File: src/rtl/vram_console_pkg.sv
// Shared definitions for the VRAM text console writer.
//   - default screen geometry (COLS_DEF x ROWS_DEF) and VRAM depth
//   - control-code constants recognised in the character stream
//   - FSM state enum and the cursor operation enum
//   - cell_addr(): linear VRAM address of a (row, col) text cell
package vram_console_pkg;

  localparam int COLS_DEF   = 60;
  localparam int ROWS_DEF   = 17;
  localparam int VRAM_DEPTH = 1024;

  localparam logic [7:0] CH_BS = 8'h08;
  localparam logic [7:0] CH_LF = 8'h0A;
  localparam logic [7:0] CH_FF = 8'h0C;
  localparam logic [7:0] CH_CR = 8'h0D;

  typedef enum logic [1:0] {
    ST_CLEAR,
    ST_IDLE,
    ST_WRITE,
    ST_LINECLR
  } state_e;

  typedef enum logic [2:0] {
    OP_NONE,
    OP_ADV,   // printable byte written: step right, wrap to next row
    OP_CR,
    OP_LF,
    OP_BS,
    OP_HOME
  } cur_op_e;

  // Row-major cell address; the screen always fits inside 1024 bytes.
  function automatic logic [9:0] cell_addr(input logic [4:0] row,
                                           input logic [5:0] col,
                                           input int         cols);
    return 10'(int'(row) * cols + int'(col));
  endfunction

endpackage

File: src/rtl/vram_console_writer_cursor.sv
// console_cursor: purely combinational cursor arithmetic.
//   op            : operation applied this cycle (OP_NONE keeps position)
//   col / row     : current cursor
//   nxt_col / nxt_row : cursor after the operation
// Column advance wraps into the next row; the row wraps ROWS-1 -> 0.
// Backspace at column 0 leaves the cursor untouched.
module console_cursor
  import vram_console_pkg::*;
#(
  parameter int COLS = COLS_DEF,
  parameter int ROWS = ROWS_DEF
) (
  input  cur_op_e    op,
  input  logic [5:0] col,
  input  logic [4:0] row,
  output logic [5:0] nxt_col,
  output logic [4:0] nxt_row
);

  localparam logic [5:0] COL_LAST = 6'(COLS - 1);
  localparam logic [4:0] ROW_LAST = 5'(ROWS - 1);

  logic [4:0] row_inc;

  always_comb begin
    row_inc = (row == ROW_LAST) ? 5'd0 : row + 5'd1;
    nxt_col = col;
    nxt_row = row;
    case (op)
      OP_ADV: begin
        if (col == COL_LAST) begin
          nxt_col = 6'd0;
          nxt_row = row_inc;
        end else begin
          nxt_col = col + 6'd1;
        end
      end
      OP_CR:   nxt_col = 6'd0;
      OP_LF: begin
        nxt_col = 6'd0;
        nxt_row = row_inc;
      end
      OP_BS:   if (col != 6'd0) nxt_col = col - 6'd1;
      OP_HOME: begin
        nxt_col = 6'd0;
        nxt_row = 5'd0;
      end
      default: ;
    endcase
  end

endmodule

File: src/rtl/vram_console_writer.sv
// vram_console_writer: turns a byte stream into writes on a 1024x8 text VRAM.
//   MEMORY_CLK, rst_n (async, active low)
//   in_valid/in_data/in_ready : character stream, accepted only in IDLE
//   v_ada/v_cea/v_din         : registered VRAM write port, one byte per pulse
//   busy                      : full-screen or line clear in progress
//   cursor_col/cursor_row     : current text cursor
// Control codes: BS 0x08, LF 0x0A, FF 0x0C (full clear), CR 0x0D.
// Optional feature: define VRAM_LINE_CLEAR_EN to blank every row the cursor
// moves onto (LINECLR state). Without it, new rows keep their old content.
module vram_console_writer
  import vram_console_pkg::*;
#(
  parameter int         COLS       = COLS_DEF,
  parameter int         ROWS       = ROWS_DEF,
  parameter logic [7:0] CLEAR_CHAR = 8'h20
) (
  input  logic       MEMORY_CLK,
  input  logic       rst_n,
  input  logic       in_valid,
  input  logic [7:0] in_data,
  output logic       in_ready,
  output logic [9:0] v_ada,
  output logic       v_cea,
  output logic [7:0] v_din,
  output logic       busy,
  output logic [5:0] cursor_col,
  output logic [4:0] cursor_row
);

  localparam logic [9:0] LAST_ADDR = 10'(VRAM_DEPTH - 1);

  state_e     state_q, state_d;
  logic [5:0] col_q, col_d;
  logic [4:0] row_q, row_d;
  logic [9:0] v_ada_q, v_ada_d;
  logic       v_cea_q, v_cea_d;
  logic [7:0] v_din_q, v_din_d;
`ifdef VRAM_LINE_CLEAR_EN
  // Set when a printable byte wrapped the cursor onto a new row; the line
  // clear then follows the character write.
  logic       lc_pend_q, lc_pend_d;
`endif

  cur_op_e    op;
  logic [5:0] nxt_col;
  logic [4:0] nxt_row;

  console_cursor #(.COLS(COLS), .ROWS(ROWS)) u_cursor (
    .op      (op),
    .col     (col_q),
    .row     (row_q),
    .nxt_col (nxt_col),
    .nxt_row (nxt_row)
  );

  always_ff @(posedge MEMORY_CLK or negedge rst_n) begin
    if (!rst_n) begin
      state_q   <= ST_CLEAR;
      col_q     <= 6'd0;
      row_q     <= 5'd0;
      v_ada_q   <= 10'd0;
      v_cea_q   <= 1'b0;
      v_din_q   <= 8'd0;
`ifdef VRAM_LINE_CLEAR_EN
      lc_pend_q <= 1'b0;
`endif
    end else begin
      state_q   <= state_d;
      col_q     <= col_d;
      row_q     <= row_d;
      v_ada_q   <= v_ada_d;
      v_cea_q   <= v_cea_d;
      v_din_q   <= v_din_d;
`ifdef VRAM_LINE_CLEAR_EN
      lc_pend_q <= lc_pend_d;
`endif
    end
  end

  // VRAM outputs are registered: a write decided on edge N is on the port
  // for the whole cycle after N. Clears therefore run in a state whose
  // every cycle carries one write, and leave the moment the last address
  // is on the bus.
  always_comb begin
    state_d   = state_q;
    op        = OP_NONE;
    v_cea_d   = 1'b0;
    v_ada_d   = v_ada_q;
    v_din_d   = v_din_q;
`ifdef VRAM_LINE_CLEAR_EN
    lc_pend_d = lc_pend_q;
`endif
    case (state_q)
      ST_CLEAR: begin
        if (v_cea_q && v_ada_q == LAST_ADDR) begin
          state_d = ST_IDLE;
        end else begin
          // No write on the bus yet means the sweep starts (after reset).
          v_cea_d = 1'b1;
          v_ada_d = v_cea_q ? v_ada_q + 10'd1 : 10'd0;
          v_din_d = CLEAR_CHAR;
        end
      end
      ST_IDLE: begin
        if (in_valid) begin
          case (in_data)
            CH_CR: op = OP_CR;
            CH_LF: begin
              op = OP_LF;
`ifdef VRAM_LINE_CLEAR_EN
              state_d = ST_LINECLR;
              v_cea_d = 1'b1;
              v_ada_d = cell_addr(nxt_row, 6'd0, COLS);
              v_din_d = CLEAR_CHAR;
`endif
            end
            CH_BS: begin
              if (col_q != 6'd0) begin
                op      = OP_BS;
                state_d = ST_WRITE;
                v_cea_d = 1'b1;
                v_ada_d = cell_addr(row_q, nxt_col, COLS);
                v_din_d = CLEAR_CHAR;
              end
            end
            CH_FF: begin
              // First clear write goes out alongside the FF acceptance.
              op      = OP_HOME;
              state_d = ST_CLEAR;
              v_cea_d = 1'b1;
              v_ada_d = 10'd0;
              v_din_d = CLEAR_CHAR;
            end
            default: begin
              op      = OP_ADV;
              state_d = ST_WRITE;
              v_cea_d = 1'b1;
              v_ada_d = cell_addr(row_q, col_q, COLS);
              v_din_d = in_data;
`ifdef VRAM_LINE_CLEAR_EN
              lc_pend_d = (nxt_row != row_q);
`endif
            end
          endcase
        end
      end
      ST_WRITE: begin
`ifdef VRAM_LINE_CLEAR_EN
        if (lc_pend_q) begin
          // Cursor already sits on the new row.
          lc_pend_d = 1'b0;
          state_d   = ST_LINECLR;
          v_cea_d   = 1'b1;
          v_ada_d   = cell_addr(row_q, 6'd0, COLS);
          v_din_d   = CLEAR_CHAR;
        end else begin
          state_d = ST_IDLE;
        end
`else
        state_d = ST_IDLE;
`endif
      end
      ST_LINECLR: begin
`ifdef VRAM_LINE_CLEAR_EN
        if (v_ada_q == cell_addr(row_q, 6'(COLS - 1), COLS)) begin
          state_d = ST_IDLE;
        end else begin
          v_cea_d = 1'b1;
          v_ada_d = v_ada_q + 10'd1;
        end
`else
        state_d = ST_IDLE;
`endif
      end
      default: state_d = ST_CLEAR;
    endcase
    col_d = nxt_col;
    row_d = nxt_row;
  end

  assign in_ready   = (state_q == ST_IDLE);
  assign busy       = (state_q == ST_CLEAR) || (state_q == ST_LINECLR);
  assign v_ada      = v_ada_q;
  assign v_cea      = v_cea_q;
  assign v_din      = v_din_q;
  assign cursor_col = col_q;
  assign cursor_row = row_q;

endmodule

File: config.mk
export PLATFORM = sky130hd
export DESIGN_NAME = vram_console_writer
export DESIGN_NICKNAME = d
export VERILOG_FILES = /design/src/rtl/vram_console_pkg.sv /design/src/rtl/vram_console_writer_cursor.sv /design/src/rtl/vram_console_writer.sv
export SDC_FILE = /design/constraint.sdc
export NUM_CORES = 1
export LEC_CHECK = 0
export ABC_AREA = 1
export BUFFER_PORTS_ARGS = -buffer_cell sky130_fd_sc_hd__buf_2
export CAP_MARGIN = 20
export CORE_UTILIZATION = 55
export DETAILED_ROUTE_END_ITERATION = 6
export PLACE_DENSITY = 0.74
export SETUP_SLACK_MARGIN = 0.1
export SLEW_MARGIN = 0
export SYNTH_ARGS = -nofsm -noshare
export SYNTH_HDL_FRONTEND = slang
export SYNTH_SLANG_ARGS = --single-unit
File: constraint.sdc
create_clock -name MEMORY_CLK -period 4.9 [get_ports MEMORY_CLK]
set_input_delay 0.98 -clock MEMORY_CLK [delete_from_list [all_inputs] [get_ports MEMORY_CLK]]
set_output_delay 0.98 -clock MEMORY_CLK [all_outputs]
set_load 0.01 [all_outputs]
==> impl_metrics.json, run 1 <==
{
  "hold_class": "reg2reg",
  "synth_area_leaders": "dfrtp_1, nand2_1, ha_1",
  "synth_cells": 441,
  "num_antenna_cells": 0,
  "dpl.hpwl_mm": 5.852,
  "setup_viol_count_final": 0,
  "routed-via-count": 2924,
  "syn_avg_cell_area_um2": 7.306,
  "status": "finished, final reports clean",
  "gp_congestion": 0.9150,
  "cap_violations": 0,
  "max_freq_ghz": 0.2829,
  "final_area_mm2": 0.003561,
  "cp.required_ps": 5120,
  "p_sw_mw": 0.1296,
  "nets": 531,
  "worst_pin_slew_ps": 735.9,
  "synthesis.area_mm2": 0.003222,
  "path_class": "reg2reg",
  "ff_latch_area_um2": 800.8,
  "port_buffers": 42,
  "leakage_nw": 1.885,
  "num_rows": 27,
  "start_util_pct": 57.80,
  "routed_wl_mm": 7.398,
  "synth_top_area_share_pct": 24.85,
  "grt.total_usage_pct": 26.52,
  "cts_sinks": 32,
  "grt_start_max_net_pins": 33,
  "dr.pass1.iters": 7,
  "clock_power_share_pct": 43.1,
  "layout-drive-gt1-share_pct": 19.18,
  "ios": 43,
  "antenna_found_initial": 0,
  "ys_types": 44,
  "cts_buffer_depth": 2,
  "ant_nets": 0,
  "start_kind": "flip-flop",
  "ctsResizeCount": 0,
  "grt_pass1_vias": 2783,
  "final_cell_mix": "nand2_1, inv_1, nor2_1, buf_2, nand3_1",
  "coreArea_mm2": 0.005574,
  "post_cts_buffers": 0,
  "holdBufCountCts": 0,
  "fp.dieW_um": 78.54,
  "irDropWorstVdd_uv": 143.9,
  "fill_cells": 550,
  "finClkSkew_ps": 11.02,
  "syn_nets": 488,
  "tns_ps": 0,
  "rsz0062_at_grt": "false",
  "path_clk_slew_ps": 80,
  "finalCriticalPeriod_ps": 3535,
  "combPwrFrac_pct": 4.1,
  "synth_top_area_cell": "dfrtp_1",
  "die_y_um": 78.54,
  "p_seq_share_pct": 52.8,
  "gr-total-overflow": 0,
  "post-route-period-util_pct": 72.13,
  "clk_latency_ps": 300,
  "critPathCaptureType": "flip-flop",
  "yosysWarningCount": 0,
  "max_slew_margin_pct": 50.94,
  "cts_tree": "done",
  "place_area_mm2": 0.003468,
  "final_common_cell": "nand2_1",
  "dr.first_iter.drc_count": 146,
  "htreeDepth": 2,
  "path_max_fanout": 12,
  "clockRootBuffer": "clkbuf_8",
  "synth-seq-area-share_pct": 24.85,
  "multiInputGateArea_mm2": 0.002121,
  "die-area_mm2": 0.006168,
  "cts_made_buffers": 5,
  "p_sw_share_pct": 25.93,
  "powerDensity_mw_per_mm2": 140.3,
  "drc": 0,
  "finish.utilization_pct": 63.88,
  "internal-power_mw": 0.3701,
  "synth-seq-cells": 32,
  "worstPathArrival_ps": 3750,
  "avgRoutedWirePerCell_um": 13.28,
  "syn2layout_area_growth_pct": 10.52,
  "hold_viol_final": 0,
  "reg2reg_slack_ps": 1370,
  "power_mw": 0.4997,
  "grt_pass1_wl_mm": 12.94,
  "post_drt_via_cell_ratio": 5.250,
  "slew_violations": 0
}
==> metrics by stage <==
step / hold slack, ps / std cells / worst slack, ps
global placement: 460.2 / 549 / 1335
finish: 482.4 / 557 / 1365
floorplan: 453.0 / 441 / 1631
detailed placement: 463.2 / 549 / 1237
global route: 509.2 / 557 / 1023
CTS: 483.0 / 557 / 1371
==> area by class of cell <==
cell class,instances,share of cell area (%)
timing repair buffer,42,5.903
clock buffer,5,1.933
clock inverter,3,0.6676
multi-input combinational,338,59.56
tap,72,2.530
inverter,65,6.922
sequential,32,22.49
==> power groups by stage <==
stage,Combinational (mW),Clock [mW],Sequential (mW)
finish,0.0203,0.216,0.264
CTS,0.0208,0.215,0.264
global placement,0.0205,0,0.269
floorplan,0.00891,0,0.269
detailed placement,0.0208,0,0.269
global route,0.0233,0.228,0.264
==> cell usage after synthesis (all sizes together) <==
library cell  instances
a21oi                14
a31oi                 4
and3                  1
buf                   6
dfrtp                32
fa                    9
ha                   27
inv                  65
nand2               122
nand3                40
nand3b                3
nand4                10
nor2                 51
nor3                  7
nor3b                 1
o211ai                1
o21ai                20
o221ai                4
o311ai                1
o31ai                 9
o32ai                 1
or2                   3
xnor2                 3
xor2                  7
==> worst max-delay path: stages, from the launching register on <==
cell,delay [ps]
dfrtp_1,380
inv_1,80
ha_1,470
nand2_1,170
inv_1,170
nand3_2,140
nor2_4,130
nand3_4,120
o221ai_1,250
ha_1,220
inv_1,50
fa_1,410
nor2_1,160
o21ai_0,140
o21ai_0,210
nand3_1,100
nand2_1,80
nand2_1,60
a21oi_2,130
==> registers in the layout, summed over array words and instances (netlist names) <==
signal	count
state_q	2
v_ada	10
v_cea	1
cursor_col	6
cursor_row	5
v_din	8
==> metal layers <==
metal	wire (um)	GRT usage, %
met1	3692	37.24
met2	3426	42.17
met3	232	3.721
met4	46	7.593
met5	0	0
==> path summary, 6_finish.rpt <==
check / from / to / cells past startpoint
max: state_q[1] / v_ada[8] / 18
min: v_din[0] / v_din[0] / 2
max reg2reg: state_q[1] / v_ada[8] / 18
min reg2reg: v_din[0] / v_din[0] / 2
max in group asynchronous: rst_n / v_ada[6] / 1
min in group asynchronous: rst_n / v_din[4] / 1
==> kinds of logic after synthesis <==
| group | count (synthesis) | synth area share (%) |
|---|---|---|
| buffers and inverters | 71 | 9.320 |
| AOI/OAI and AO/OA | 54 | 10.95 |
| adders and majority gates | 36 | 16.08 |
| xor gates and xnor gates | 10 | 2.952 |
| DFF | 32 | 24.85 |
| and+or+nand+nor | 238 | 35.84 |
Power figures use the tool's default switching activity.
==> inputs of run 2 (changes only) <==
clock period = 3.4 ns   (was 4.9 ns; I/O delays follow)
==> impl_metrics.json, run 2 (synthesis gave the netlist of run 1 again) <==
{
  "clock_power_share_pct": 43.6,
  "crit_buf_inv": 2,
  "wl_met3_um": 435,
  "clockRootBuffer": "clkbuf_8",
  "grt_pass1_vias": 2903,
  "top_layer_used": "met4",
  "start_util_pct": 57.80,
  "hold_viol_final": 0,
  "post_drt_via_cell_ratio": 5.450,
  "grt_pass1_wl_mm": 13.42,
  "syn2layout_area_growth_pct": 14.14,
  "layout-drive-gt1-share_pct": 22.22,
  "reg2reg_slack_ps": 170,
  "holdBufCountCts": 0,
  "finClkSkew_ps": 8.712,
  "gp_congestion": 0.9137,
  "ant_nets": 0,
  "critPathCaptureType": "flip-flop",
  "setup_viol_count_final": 0,
  "power_mw": 0.7272,
  "slew_violations": 0,
  "irDropWorstVdd_uv": 245.9,
  "port_buffers": 42,
  "internal-power_mw": 0.5333,
  "num_antenna_cells": 0,
  "routed-via-count": 3090,
  "cap_violations": 0,
  "p_sw_mw": 0.1939,
  "coreArea_mm2": 0.005574,
  "post-route-period-util_pct": 94.96,
  "worstReg2RegEnd": "v_ada[8]",
  "num_rows": 27,
  "p_sw_share_pct": 26.66,
  "critical_path_depth": 13,
  "start_kind": "flip-flop",
  "crit_top_cell": "fa_1",
  "hold_class": "in2async",
  "die_y_um": 78.54,
  "max_slew_margin_pct": 48.61,
  "combPwrFrac_pct": 4.1,
  "antenna_found_initial": 0,
  "finalCriticalPeriod_ps": 3229,
  "cts_tree": "done",
  "avgRoutedWirePerCell_um": 14.09,
  "path_cells": "fa_1 -> inv_1 -> fa_1 -> fa_1 -> inv_2 -> ha_4 -> and3_1 -> o21ai_2 -> o21ai_0 -> nand3_1 -> nand2_1 -> nand2_1 -> a21oi_2",
  "cp_top_family": "adder cells",
  "critPathCapture": "v_ada[8]",
  "grt_start_max_net_pins": 33,
  "max_freq_ghz": 0.3097,
  "crit_path_start": "cursor_row[2]",
  "post_cts_buffers": 0,
  "htreeDepth": 2,
  "ios": 43,
  "critPathMaxStageDelay_ps": 580,
  "worstPathArrival_ps": 3470,
  "status": "finished, final reports clean",
  "drc": 0,
  "ff2ff_path_depth": 13,
  "final_common_cell": "nand2_1",
  "tns_ps": 0,
  "cts_sinks": 32,
  "path_class": "reg2reg",
  "slowest_stage": "fa_1",
  "dr.first_iter.drc_count": 176,
  "rr_startpoint": "cursor_row[2]",
  "dr.pass1.iters": 5,
  "nets": 541,
  "dpl.hpwl_mm": 6.146,
  "cts_buffer_depth": 2,
  "final_cell_mix": "nand2_1, inv_1, nor2_1, buf_2, nand3_1",
  "path_clk_slew_ps": 80,
  "p_seq_share_pct": 52.3,
  "largest_register_ffs": 10,
  "worst_pin_slew_ps": 770.8,
  "grt.total_usage_pct": 27.67,
  "clk_latency_ps": 300,
  "path_max_fanout": 4,
  "powerDensity_mw_per_mm2": 197.8,
  "cp.required_ps": 3640,
  "met1_length_mm": 3.638,
  "fp.dieW_um": 78.54,
  "rsz0062_at_grt": "true",
  "gr-total-overflow": 0,
  "die-area_mm2": 0.006168,
  "met2WireLength_mm": 3.813,
  "routed_wl_mm": 7.990,
  "leakage_nw": 1.935,
  "cts_made_buffers": 5
}
## run 2: changes by cell type in the layout (fill, tap and decap cells not counted), sizes merged
cell | before | now
buf | 42 | 52
## run 2: worst min-delay path by stage
stage	from	to	slack (ps)	depth (start not counted)
final	rst_n	v_din[4]	440	1
after global routing	rst_n	v_din[7]	500	1
after CTS	rst_n	v_din[7]	470	1
after detailed placement	v_din[4]	v_din[4]	460	2
after global placement	v_din[4]	v_din[4]	460	2
after floorplan	rst_n	cursor_col[0]	380	0
## run 2: stage by stage
stage | hold WS, ps | instance area [um2] | cells | util [%] | worst slack, ps
4_1_cts | 465.9 | 3636 | 567 | 65.23 | 148.4
2_1_floorplan | 384.4 | 3222 | 441 | - | 130.6
3_5_place_dp | 463.4 | 3543 | 559 | 63.57 | 13.21
3_3_place_gp | 459.4 | 3543 | 559 | 63.57 | 110.4
5_1_grt | 496.2 | 3677 | 567 | 65.97 | -0.08704
6_report | 440.8 | 3677 | 567 | 65.97 | 171.3
## run 2: cell type report
cell class / instances / area [um2]
inverters: 65 / 246.5
repair buffers: 52 / 285.3
clock buffers: 5 / 68.82
clock inverters: 3 / 23.77
fillers: 482 / 1897
multi-input cells: 338 / 2162
flip-flops and latches: 32 / 800.8
well taps: 72 / 90.09
## run 2: routing by layer
| metal | global-route usage [%] | vias up |
|---|---|---|
| li1 | - | 1541 |
| met1 | 36.30 | 1444 |
| met2 | 46.96 | 93 |
| met3 | 3.953 | 12 |
| met4 | 7.963 | 0 |
| met5 | 0 | - |
## run 2: power by group through the flow
stage / registers, mW / logic, mW / clock network, mW
2_1_floorplan: 0.388 / 0.0128 / 0
3_3_place_gp: 0.388 / 0.0293 / 0
3_5_place_dp: 0.388 / 0.0302 / 0
4_1_cts: 0.380 / 0.0304 / 0.321
5_1_grt: 0.380 / 0.0332 / 0.338
6_report: 0.380 / 0.0297 / 0.317
## run 2: what timing repair did
action                     CTS  global route
setup endpoints to repair    1             5
gates resized for setup      2             9
pin swaps                    0             5
